`config.mk`:
```
export PLATFORM = sky130hd
export DESIGN_NAME = app_tst_seq
export DESIGN_NICKNAME = d
export VERILOG_FILES = /design/src/rtl/app_tst_seq.sv
export SDC_FILE = /design/constraint.sdc
export NUM_CORES = 1
export LEC_CHECK = 0
export CAP_MARGIN = 20
export CORE_ASPECT_RATIO = 0.75
export CORE_UTILIZATION = 50
export DETAILED_ROUTE_END_ITERATION = 10
export PLACE_DENSITY_LB_ADDON = 0.05
export SETUP_SLACK_MARGIN = 0.5
export SLEW_MARGIN = 20
export SYNTH_ARGS = -nofsm -noshare
export SYNTH_HDL_FRONTEND = slang
export SYNTH_SLANG_ARGS = --single-unit
```
`constraint.sdc`:
```
create_clock -name usr_clk -period 6.3 [get_ports usr_clk]
set_input_delay 1.26 -clock usr_clk [delete_from_list [all_inputs] [get_ports usr_clk]]
set_output_delay 1.26 -clock usr_clk [all_outputs]
set_load 0.02 [all_outputs]
```
`src/rtl/app_tst_seq.sv`:
```
// Test-sequence controller: timed enable of register engines, then gated per-channel data path.
// Optional watchdog on the RUN phase when APP_TST_WDOG_EN is defined (adds parameter WDOG_W).
module app_tst_seq #(
  parameter int CH_NUM     = 2,
  parameter int CNT_W      = 12,
  parameter int INIT_DLY   = 4010,
  parameter int STEP_DLY   = 1000,
  parameter int AUTO_START = 1
`ifdef APP_TST_WDOG_EN
  ,
  parameter int WDOG_W     = 24
`endif
) (
  input  logic                  usr_clk,
  input  logic                  usr_rst_n,
  input  logic                  start_i,
  input  logic                  abort_i,
  input  logic [2*CH_NUM-1:0]   usr_lp_md_i,
  input  logic [CH_NUM-1:0]     h2c_run_i,
  input  logic [CH_NUM-1:0]     c2h_run_i,
  input  logic [CH_NUM-1:0]     dma_done_i,
  output logic                  usr_regrw_run_o,
  output logic                  cfg_regrw_run_o,
  output logic [CH_NUM-1:0]     dma_regrw_run_o,
  output logic [CH_NUM-1:0]     usr_h2c_run_o,
  output logic [CH_NUM-1:0]     usr_c2h_run_o,
  output logic [CH_NUM-1:0]     usr_lp_run_o,
  output logic [1:0]            seq_state_o,
  output logic                  seq_done_o,
  output logic                  tmo_o
);

  localparam int NSTG = CH_NUM + 3;
  localparam int SW   = $clog2(NSTG);
  localparam logic [CNT_W-1:0] INIT_TC = CNT_W'(INIT_DLY - 1);
  localparam logic [CNT_W-1:0] STEP_TC = CNT_W'(STEP_DLY - 1);
  localparam logic [SW-1:0]    LAST_STG = SW'(NSTG - 1);

  generate
    if (CH_NUM < 1 || CH_NUM > 8) begin : g_bad_ch
      $error("app_tst_seq: CH_NUM must be 1..8");
    end
    if (INIT_DLY < 1 || INIT_DLY > (2**CNT_W) - 1) begin : g_bad_init
      $error("app_tst_seq: INIT_DLY must be 1..2^CNT_W-1");
    end
    if (STEP_DLY < 1 || STEP_DLY > (2**CNT_W) - 1) begin : g_bad_step
      $error("app_tst_seq: STEP_DLY must be 1..2^CNT_W-1");
    end
`ifdef APP_TST_WDOG_EN
    if (WDOG_W < 2) begin : g_bad_wdog
      $error("app_tst_seq: WDOG_W must be at least 2");
    end
`endif
  endgenerate

  typedef enum logic [1:0] {
    S_IDLE = 2'd0,
    S_STEP = 2'd1,
    S_RUN  = 2'd2,
    S_DONE = 2'd3
  } state_e;

  localparam state_e RST_ST = (AUTO_START != 0) ? S_STEP : S_IDLE;

  state_e            state_q, state_d;
  logic [CNT_W-1:0]  cnt_q, cnt_d;
  logic [SW-1:0]     stg_q, stg_d;
  // en_q[0]=usr, en_q[1]=cfg, en_q[2+k]=dma[k], en_q[NSTG-1]=data-path enable
  logic [NSTG-1:0]   en_q, en_d;
  logic [CNT_W-1:0]  tc;
  logic [CH_NUM-1:0] lp;
  logic              dp_en;

`ifdef APP_TST_WDOG_EN
  localparam logic [WDOG_W-1:0] WD_LAST = {{(WDOG_W-1){1'b1}}, 1'b0};
  logic [WDOG_W-1:0] wcnt_q, wcnt_d;
  logic              tmo_q, tmo_d;
`endif

  always_ff @(posedge usr_clk or negedge usr_rst_n) begin
    if (!usr_rst_n) begin
      state_q <= RST_ST;
      cnt_q   <= '0;
      stg_q   <= '0;
      en_q    <= '0;
`ifdef APP_TST_WDOG_EN
      wcnt_q  <= '0;
      tmo_q   <= 1'b0;
`endif
    end else begin
      state_q <= state_d;
      cnt_q   <= cnt_d;
      stg_q   <= stg_d;
      en_q    <= en_d;
`ifdef APP_TST_WDOG_EN
      wcnt_q  <= wcnt_d;
      tmo_q   <= tmo_d;
`endif
    end
  end

  always_comb begin
    state_d = state_q;
    cnt_d   = cnt_q;
    stg_d   = stg_q;
    en_d    = en_q;
    tc      = (stg_q == '0) ? INIT_TC : STEP_TC;
`ifdef APP_TST_WDOG_EN
    wcnt_d  = '0;
    tmo_d   = tmo_q;
`endif
    if (abort_i) begin
      state_d = S_IDLE;
      cnt_d   = '0;
      stg_d   = '0;
      en_d    = '0;
`ifdef APP_TST_WDOG_EN
      tmo_d   = 1'b0;
`endif
    end else begin
      unique case (state_q)
        S_IDLE, S_DONE: begin
          if (start_i) begin
            state_d = S_STEP;
            cnt_d   = '0;
            stg_d   = '0;
            en_d    = '0;
`ifdef APP_TST_WDOG_EN
            tmo_d   = 1'b0;
`endif
          end
        end
        S_STEP: begin
          if (cnt_q == tc) begin
            for (int unsigned k = 0; k < NSTG; k++) begin
              if (stg_q == SW'(k)) en_d[k] = 1'b1;
            end
            cnt_d = '0;
            if (stg_q == LAST_STG) state_d = S_RUN;
            else                   stg_d   = stg_q + SW'(1);
          end else begin
            cnt_d = cnt_q + CNT_W'(1);
          end
        end
        S_RUN: begin
`ifdef APP_TST_WDOG_EN
          wcnt_d = wcnt_q + WDOG_W'(1);
`endif
          // completion takes priority over a coincident watchdog expiry
          if (&dma_done_i) begin
            state_d        = S_DONE;
            en_d[NSTG-1]   = 1'b0;
`ifdef APP_TST_WDOG_EN
          end else if (wcnt_q == WD_LAST) begin
            state_d        = S_DONE;
            en_d[NSTG-1]   = 1'b0;
            tmo_d          = 1'b1;
`endif
          end
        end
        default: state_d = S_IDLE;
      endcase
    end
  end

  assign dp_en           = en_q[NSTG-1];
  assign usr_regrw_run_o = en_q[0];
  assign cfg_regrw_run_o = en_q[1];
  assign dma_regrw_run_o = en_q[CH_NUM+1:2];
  assign seq_state_o     = state_q;
  assign seq_done_o      = (state_q == S_DONE);

  always_comb begin
    lp            = '0;
    usr_h2c_run_o = '0;
    usr_c2h_run_o = '0;
    for (int unsigned i = 0; i < CH_NUM; i++) begin
      lp[i]            = &usr_lp_md_i[2*i +: 2];
      usr_h2c_run_o[i] = dp_en & ~lp[i] & h2c_run_i[i];
      usr_c2h_run_o[i] = dp_en & ~lp[i] & c2h_run_i[i];
    end
  end

  assign usr_lp_run_o = lp;

`ifdef APP_TST_WDOG_EN
  assign tmo_o = tmo_q;
`else
  assign tmo_o = 1'b0;
`endif

endmodule

```
### Yosys cells after proc, flatten, opt, wreduce, memory -nomap -nowiden

Cells that the tools add are included.

* register bits after elaboration: 22
* latch bits: 0
* RAM bits: 0
* ROM bits: 0
* memories kept: 0

* add/subtract/negate cells: 2
* $mul: 0
* divide/modulo/power cells: 0
* $lt $le $gt $ge: 0
* equality and inequality tests: 17
* shift-type cells: 0
* multiplexer cells: 27
* bitwise logic cells: 8
* reductions and logical operators: 14

Operator list (count)
* two-way mux 12 bit: 4
* inequality test 3 bit, second input constant: 9
* one-hot mux 12 bit (2 select lines): 1
* AND reduction 4 bit: 6
* two-way mux 5 bit: 3
* adder 12 x 1 -> 12 bit, second input constant: 1
* equality test 12 bit: 1
* two-way mux 3 bit: 4
* two-way mux 2 bit: 5
* one-hot mux 4 bit (2 select lines): 1
* AND reduction 2 bit: 4
* AND 1 bit: 6
* equality test 3 x 2 -> 1 bit, second input constant: 2
* two-way mux 1 bit: 6
* one-hot mux 2 bit (3 select lines): 1
* one-hot mux 3 bit (2 select lines): 1
* equality test 2 bit, second input constant: 2
* adder 3 x 1 -> 3 bit, second input constant: 1
* equality test 3 x 1 -> 1 bit, second input constant: 1
* equality test 3 bit, second input constant: 1
* logical NOT 3 bit: 1
* one-hot mux 1 bit (3 select lines): 1
* nonzero test 3 bit: 1
* equality test 2 x 1 -> 1 bit, second input constant: 1
* 3 further kinds: 4

### Longest topological paths before layout

Gate-level depths: netlist of run 1.

* depth in word-level cells: 6
* depth in mapped cells: 8

### Worst setup path after synthesis of run 1

Ideal clock, no wire load.

* path type: in2out
* start point: input port usr_lp_md_i[0]
* end point: output port usr_c2h_run_o[0]
* data arrival time: 1.592 ns
* required time: 5.040 ns
* setup slack: 3.448 ns
* stages: 2
* path through: nand2_1 > and3_1

* cells in the longest elaborated chain, start to end: 4

RTL lines
* from (decl): RTL line 18 `input logic [2*CH_NUM-1:0] usr_lp_md_i,`
* AND reduction 2 bit: RTL line 178 `lp[i] = &usr_lp_md_i[2*i +: 2];`
* inverter 1 bit: RTL line 180 `usr_c2h_run_o[i] = dp_en & ~lp[i] & c2h_run_i[i];`
* AND 1 bit (2 in series): RTL line 180
* to (decl): RTL line 26 `output logic [CH_NUM-1:0] usr_c2h_run_o,`

No other way between the ends.

### Worst setup path after layout of run 1

* start point: input port usr_lp_md_i[3]
* end point: output port usr_c2h_run_o[1]

Same word-level chain as after synthesis.

==> flow_summary_export.csv, run 1 <==
group,metric,value,unit
yosys,yosysMostFrequentCell,"nand2_1",
setup_path,crit_arrival,2.53,ns
floorplan,fp.dieArea,3090,sq um
yosys,synth_edf_count,0,
grt,grtUsageMet3,5.42,%
grt,grt_antenna_before_repair,0,
hold_path,min_from,"en_q[1]",
setup_path,crit_fanout,3,
yosys,avgSynthCellArea,8.95,sq um
placed_design,numPortBuffers,26,
yosys,syn_area,1430,sq um
cells_and_area,instances_no_fill,217,
clock_network,cts_htree_levels,1,
clock_network,cts_tree,"built",
drt,drc_errors,0,
cells_and_area,diodes,0,
grt,grt_max_degree,23,
clock_network,clkSinkCount,22,
floorplan,ios,28,
yosys,synth_fp_nets,183,
grt,grt_pass1_vias,1129,
yosys,syn_inst,160,
yosys,synth_top_area_share,36.7,%
clock_network,ctsHoldBuffers,0,
setup_path,rr_worst_depth,7,
drt,first_pass_iters,4,
placed_design,hpwl,2350,um
hold_path,holdPathEnd,"en_q[1]",
yosys,synth_top_area_cell,"dfrtp_1",
drt,detail-route-antenna-nets,0,
clock_network,post-cts-setup-buffers,0,
yosys,synth-main-ff-cell,"dfrtp_1",
placed_design,place_inst,213,
cells_and_area,design_area,1750,sq um
hold_path,hold_depth,2,
hold_path,hp-class,"flop to flop",
cells_and_area,post-route-util,65.6,%
power,leakage,0.770,nW
timing,fin_ws,2.51,ns
power,peakVddDrop,0.243,mV
status,status,"finished, final reports clean",
floorplan,start_util,53.8,%
timing,finalCritPeriodShare,60.1,%
setup_path,r2r_start,"seq_state_o[0]",
yosys,synthXorXnorAreaFrac,0,%
placed_design,gp_congestion,0.820,
clock_network,post_cts_resized,0,
setup_path,reg2reg_slack,3.59,ns
yosys,netlist_top_cells_count,"nand2_1 (26), dfrtp_1 (21), and3_1 (9), ha_1 (9)",
drt,num_vias,1271,
timing,fin_tns_setup,0,ns
cells_and_area,layout-drive-gt1-share,5.52,%
grt,grt_util_met2,33.3,%
yosys,synth_compound_gate_area_share,19.6,%
yosys,synth-simple-area-share,27.2,%
timing,period_minus_slack,3.79,ns
grt,grt_usage,22.7,%
drt,via_per_inst,5.86,
timing,rsz0062_at_grt,"no",
setup_path,path_class,"primary input to output port",
setup_path,worstPathRequired,5.04,ns
setup_path,cp-end-kind,"output port",
grt,met1_usage,34.2,%
power,p_per_area,270,nW/um^2
timing,max_clock_freq,264,MHz
floorplan,die_height,48.4,um
placed_design,place_ws,2.51,ns
grt,grt_pass1_wl,5460,um
timing,slew_viol_final,0,
yosys,yosysSeqAreaShare,38.5,%
cells_and_area,areaGrowthSynthToFinish,22.0,%
drt,drt_iter0_drc,65,
drt,wl,3200,um
yosys,ys_types,42,
yosys,ys_async_sr_fraction,100,%
setup_path,rr_endpoint,"cnt_q[2]",
yosys,yosysWarnings,0,
yosys,synthTopCellsByArea,"dfrtp_1 (37%), ha_1 (7.9%), nand2_1 (6.8%)",
clock_network,clk_pin_slew_worst_paths,0.08,ns
timing,tightest_slew,1.03,ns
timing,slew_headroom,31.4,%
floorplan,fp.dieW,63.8,um
yosys,synth.ff_latch_count,22,
timing,hold_viol_final,0,
placed_design,dpl_cell_area,1680,sq um
clock_network,cts_buffers,3,
timing,finalSetupViolCount,0,
clock_network,clockBufferDepth,2,
grt,grt_overflow_total,0,
yosys,synth_fa_ha_area_share,7.86,%
clock_network,clock_latency,0.26,ns
cells_and_area,nets,205,
clock_network,clk_root_buffer_cell,"clkbuf_8",
yosys,synth_mux_area_share,0.786,%
timing,finClkSkew,0.00260,ns
floorplan,core,2660,sq um
flow_run,drv_cap,0,
setup_path,startpoint_type,"primary input",
drt,wire_per_inst,14.7,um
yosys,synth_top_family_by_area,"simple AND/OR/NAND/NOR gates",
grt,top_usage_layer,"met1",
floorplan,rows,16,
## kinds of logic after synthesis
| group | after synthesis |
|---|---|
| adders and majority gates | 9 |
| DFF | 22 |
| and+or+nand+nor | 73 |
| muxes | 1 |
| buffers and inverters | 16 |
| AOI/OAI and AO/OA | 38 |
| other | 1 |
## cell type report
cell class | count | area, sq um
repair buffers | 26 | 255
multi-input cells | 122 | 798
inverters | 7 | 26.3
clock buffers | 3 | 41.3
flip-flops and latches | 22 | 552
clock inverters | 1 | 30.0
fillers | 220 | 915
well taps | 36 | 45.0
## metrics by stage
step	hold slack, ns	total power, mW
2_1_floorplan	0.451	0.289
3_3_place_gp	0.459	0.336
3_5_place_dp	0.485	0.340
4_1_cts	0.505	0.476
5_1_grt	0.538	0.503
6_report	0.498	0.473
## report_power, final
group          internal (mW)  switching, mW  total, mW
logic                 0.0641          0.106      0.170
registers              0.154         0.0142      0.169
clock network         0.0849         0.0487      0.134
## sequential cells by signal, indices dropped and copies added (netlist names)
signal / count
cnt_q: 12
en_q: 5
stg_q: 3
seq_state_o: 2
## cell usage in the layout (no fill, tap or decap), types with 3 or more instances in the layout
master / Yosys / routed
a22o_1: 5 / 5
nand3_1: 4 / 4
nor3_1: 4 / 4
clkbuf_8: 0 / 3
inv_1: 7 / 7
clkdlybuf4s50_1: 0 / 25
a21oi_1: 4 / 4
o21ai_0: 4 / 4
and3_1: 9 / 9
nor2b_1: 4 / 4
o31ai_1: 4 / 4
nand4_1: 6 / 6
dfrtp_1: 21 / 21
a31oi_1: 3 / 3
nand2_1: 26 / 26
a211oi_1: 3 / 3
ha_1: 9 / 9
nor2_1: 7 / 7
o311ai_0: 5 / 5
## worst max-delay path by stage
stage / startpoint / end / slack [ns]
floorplan: usr_lp_md_i[0] / usr_c2h_run_o[0] / 3.45
global placement: usr_lp_md_i[2] / usr_c2h_run_o[1] / 2.56
detailed placement: usr_lp_md_i[3] / usr_c2h_run_o[1] / 2.51
CTS: usr_lp_md_i[3] / usr_c2h_run_o[1] / 2.51
global route: usr_lp_md_i[2] / usr_c2h_run_o[1] / 2.45
finish: usr_lp_md_i[3] / usr_c2h_run_o[1] / 2.51
## metal layers
| metal | wire length (um) | share of wire [%] |
|---|---|---|
| met1 | 1600 | 50 |
| met2 | 1410 | 44 |
| met3 | 174 | 5.4 |
| met4 | 13 | 0.41 |
| met5 | 0 | 0 |
## critical path, cell delays in order
cell	delay (ns)
clkdlybuf4s50_1	0.41
nand2_1	0.09
and3_1	0.16
clkdlybuf4s50_1	0.61
(Power assumes the default switching activity.)
==> run 2: changes to the inputs <==
CORE_UTILIZATION = 46   (was 50)
clock period = 3.3 ns   (was 6.3 ns; I/O delays follow)
==> run 2 against run 1 <==
  * Wire length increased by 1.4%
  * Global-route usage increased by 0.076 points
  * Worst setup slack got worse by 1.8 ns
  * Clock-buffer cell count increased by 1
  * Combinational power increased by 99%
  * Final area increased by 0.43%
  * Sequential share of layout area decreased by 0.13 points
  * Sequential power increased by 90%
  * First-iteration DRC count increased by 45%
  * Clock power increased by 31%
  * Highest routed layer unchanged
==> flow_summary_export.csv, run 2 (synthesis results as in run 1) <==
group,metric,value,unit
status,status,"finished, final reports clean",
setup_path,crit_fanout,3,
timing,finalSetupViolCount,0,
setup_path,crit_arrival,1.92,ns
floorplan,start_util,48.5,%
grt,grt_overflow_total,0,
clock_network,ctsHoldBuffers,0,
grt,met1_usage,30.0,%
drt,wl,3240,um
placed_design,dpl_cell_area,1710,sq um
hold_path,hp-class,"flop to flop",
setup_path,rr_endpoint,"cnt_q[6]",
setup_path,startpoint_type,"primary input",
setup_path,worstPathRequired,2.64,ns
drt,first_pass_iters,4,
drt,drc_errors,0,
clock_network,clk_root_buffer_cell,"clkbuf_8",
cells_and_area,largest_register_ffs,12,
flow_run,drv_cap,0,
grt,grt_pass1_wl,5620,um
power,pwr-share-seq,38.4,%
grt,grt_pass1_vias,1194,
drt,num_vias,1299,
cells_and_area,layout_common_cells,"nand2_1 (26), clkdlybuf4s50_1 (26), dfrtp_1 (21)",
power,leakage,0.772,nW
timing,max_clock_freq,387,MHz
timing,hold_viol_final,0,
cells_and_area,n_fill_cell,254,
drt,wire_per_inst,14.6,um
clock_network,clkSinkCount,22,
grt,grt_max_degree,23,
cells_and_area,layout-drive-gt1-share,6.52,%
cells_and_area,diodes,0,
cells_and_area,reg_top3,"cnt_q x12, en_q x5, stg_q x3",
grt,top_usage_layer,"met2",
timing,rsz0062_at_grt,"no",
power,power_frac_clock,21.0,%
setup_path,cp-end-kind,"output port",
power,peakVddDrop,0.353,mV
timing,slew_viol_final,0,
floorplan,die_height,50.3,um
power,switching_share,38.7,%
cells_and_area,regMostFlops,"cnt_q",
clock_network,clock_latency,0.27,ns
setup_path,path_class,"primary input to output port",
timing,fin_tns_setup,0,ns
timing,slew_headroom,60.5,%
placed_design,gp_congestion,0.902,
floorplan,fp.dieW,66.4,um
power,p_int,0.512,mW
clock_network,clockBufferDepth,2,
floorplan,core,2960,sq um
cells_and_area,design_area,1760,sq um
grt,grt_antenna_before_repair,0,
setup_path,reg2reg_slack,0.94,ns
power,pwr-share-comb,40.6,%
drt,drt_iter0_drc,94,
timing,period_minus_slack,2.58,ns
hold_path,min_from,"en_q[2]",
floorplan,fp.dieArea,3340,sq um
placed_design,hpwl,2350,um
drt,detail-route-antenna-nets,0,
grt,grt_usage,22.7,%
power,net-switching-power,0.323,mW
power,p_per_area,476,nW/um^2
cells_and_area,areaGrowthSynthToFinish,22.5,%
cells_and_area,nets,208,
clock_network,clk_pin_slew_worst_paths,0.08,ns
grt,grt_util_met2,35.2,%
floorplan,ios,28,
hold_path,holdPathEnd,"en_q[2]",
timing,finClkSkew,0.00437,ns
placed_design,numPortBuffers,26,
hold_path,hold_depth,2,
setup_path,r2r_start,"seq_state_o[0]",
setup_path,rr_worst_depth,7,
clock_network,cts_tree,"built",
grt,grtUsageMet3,5.91,%
clock_network,cts_buffers,3,
clock_network,cts_htree_levels,1,
floorplan,rows,17,
drt,via_per_inst,5.85,
timing,tightest_slew,0.593,ns
timing,finalCritPeriodShare,78.3,%
[run 2: how the worst max path moves through the flow]
stage,cells past startpoint,slack (ns),startpoint,end
after floorplan,7,1.18,seq_state_o[0],cnt_q[2]
after global placement,6,0.67,start_i,cnt_q[10]
after detailed placement,6,0.51,start_i,cnt_q[6]
after CTS,7,0.61,seq_state_o[0],cnt_q[6]
after global routing,4,0.64,usr_lp_md_i[0],usr_c2h_run_o[0]
final,4,0.72,usr_lp_md_i[0],usr_c2h_run_o[0]
[run 2: stage by stage]
step	std cells	util, %	worst slack, ns	total power, mW	hold WS (ns)
5_1_grt	222	59.4	0.638	0.896	0.552
6_report	222	59.4	0.716	0.835	0.482
2_1_floorplan	160	-	1.18	0.552	0.364
3_3_place_gp	218	57.7	0.668	0.651	0.460
4_1_cts	222	59.2	0.611	0.838	0.488
3_5_place_dp	218	57.7	0.512	0.660	0.470
[run 2: final cells by class]
type | count | area [sq um] | area share, %
Multi-Input combinational cell | 122 | 802 | 45.7
Tap cell | 38 | 47.5 | 2.71
Sequential cell | 22 | 552 | 31.4
Timing Repair Buffer | 29 | 283 | 16.1
Inverter | 7 | 26.3 | 1.50
Clock buffer | 4 | 45.0 | 2.57
[run 2: power by group through the flow]
stage	logic, mW	clock network, mW	registers, mW
final	0.339	0.176	0.321
after global routing	0.376	0.193	0.327
after CTS	0.336	0.181	0.321
after detailed placement	0.334	0	0.326
after global placement	0.327	0	0.325
after floorplan	0.217	0	0.334
[run 2: critical path: stages]
cell and delay, ns:
clkdlybuf4s50_1 0.40, nand2_1 0.10, and3_1 0.16, clkdlybuf4s50_1 0.60
[run 2: repair_timing]
item                                    CTS  global route
gates resized for setup                   0             1
endpoints found under the setup margin    0             9
setup buffers                             0             0
[run 2: per-layer routing]
layer,up-vias,wire length [um]
met5,-,0
met4,0,45
met3,4,209
met2,54,1470
met1,600,1520
li1,641,-
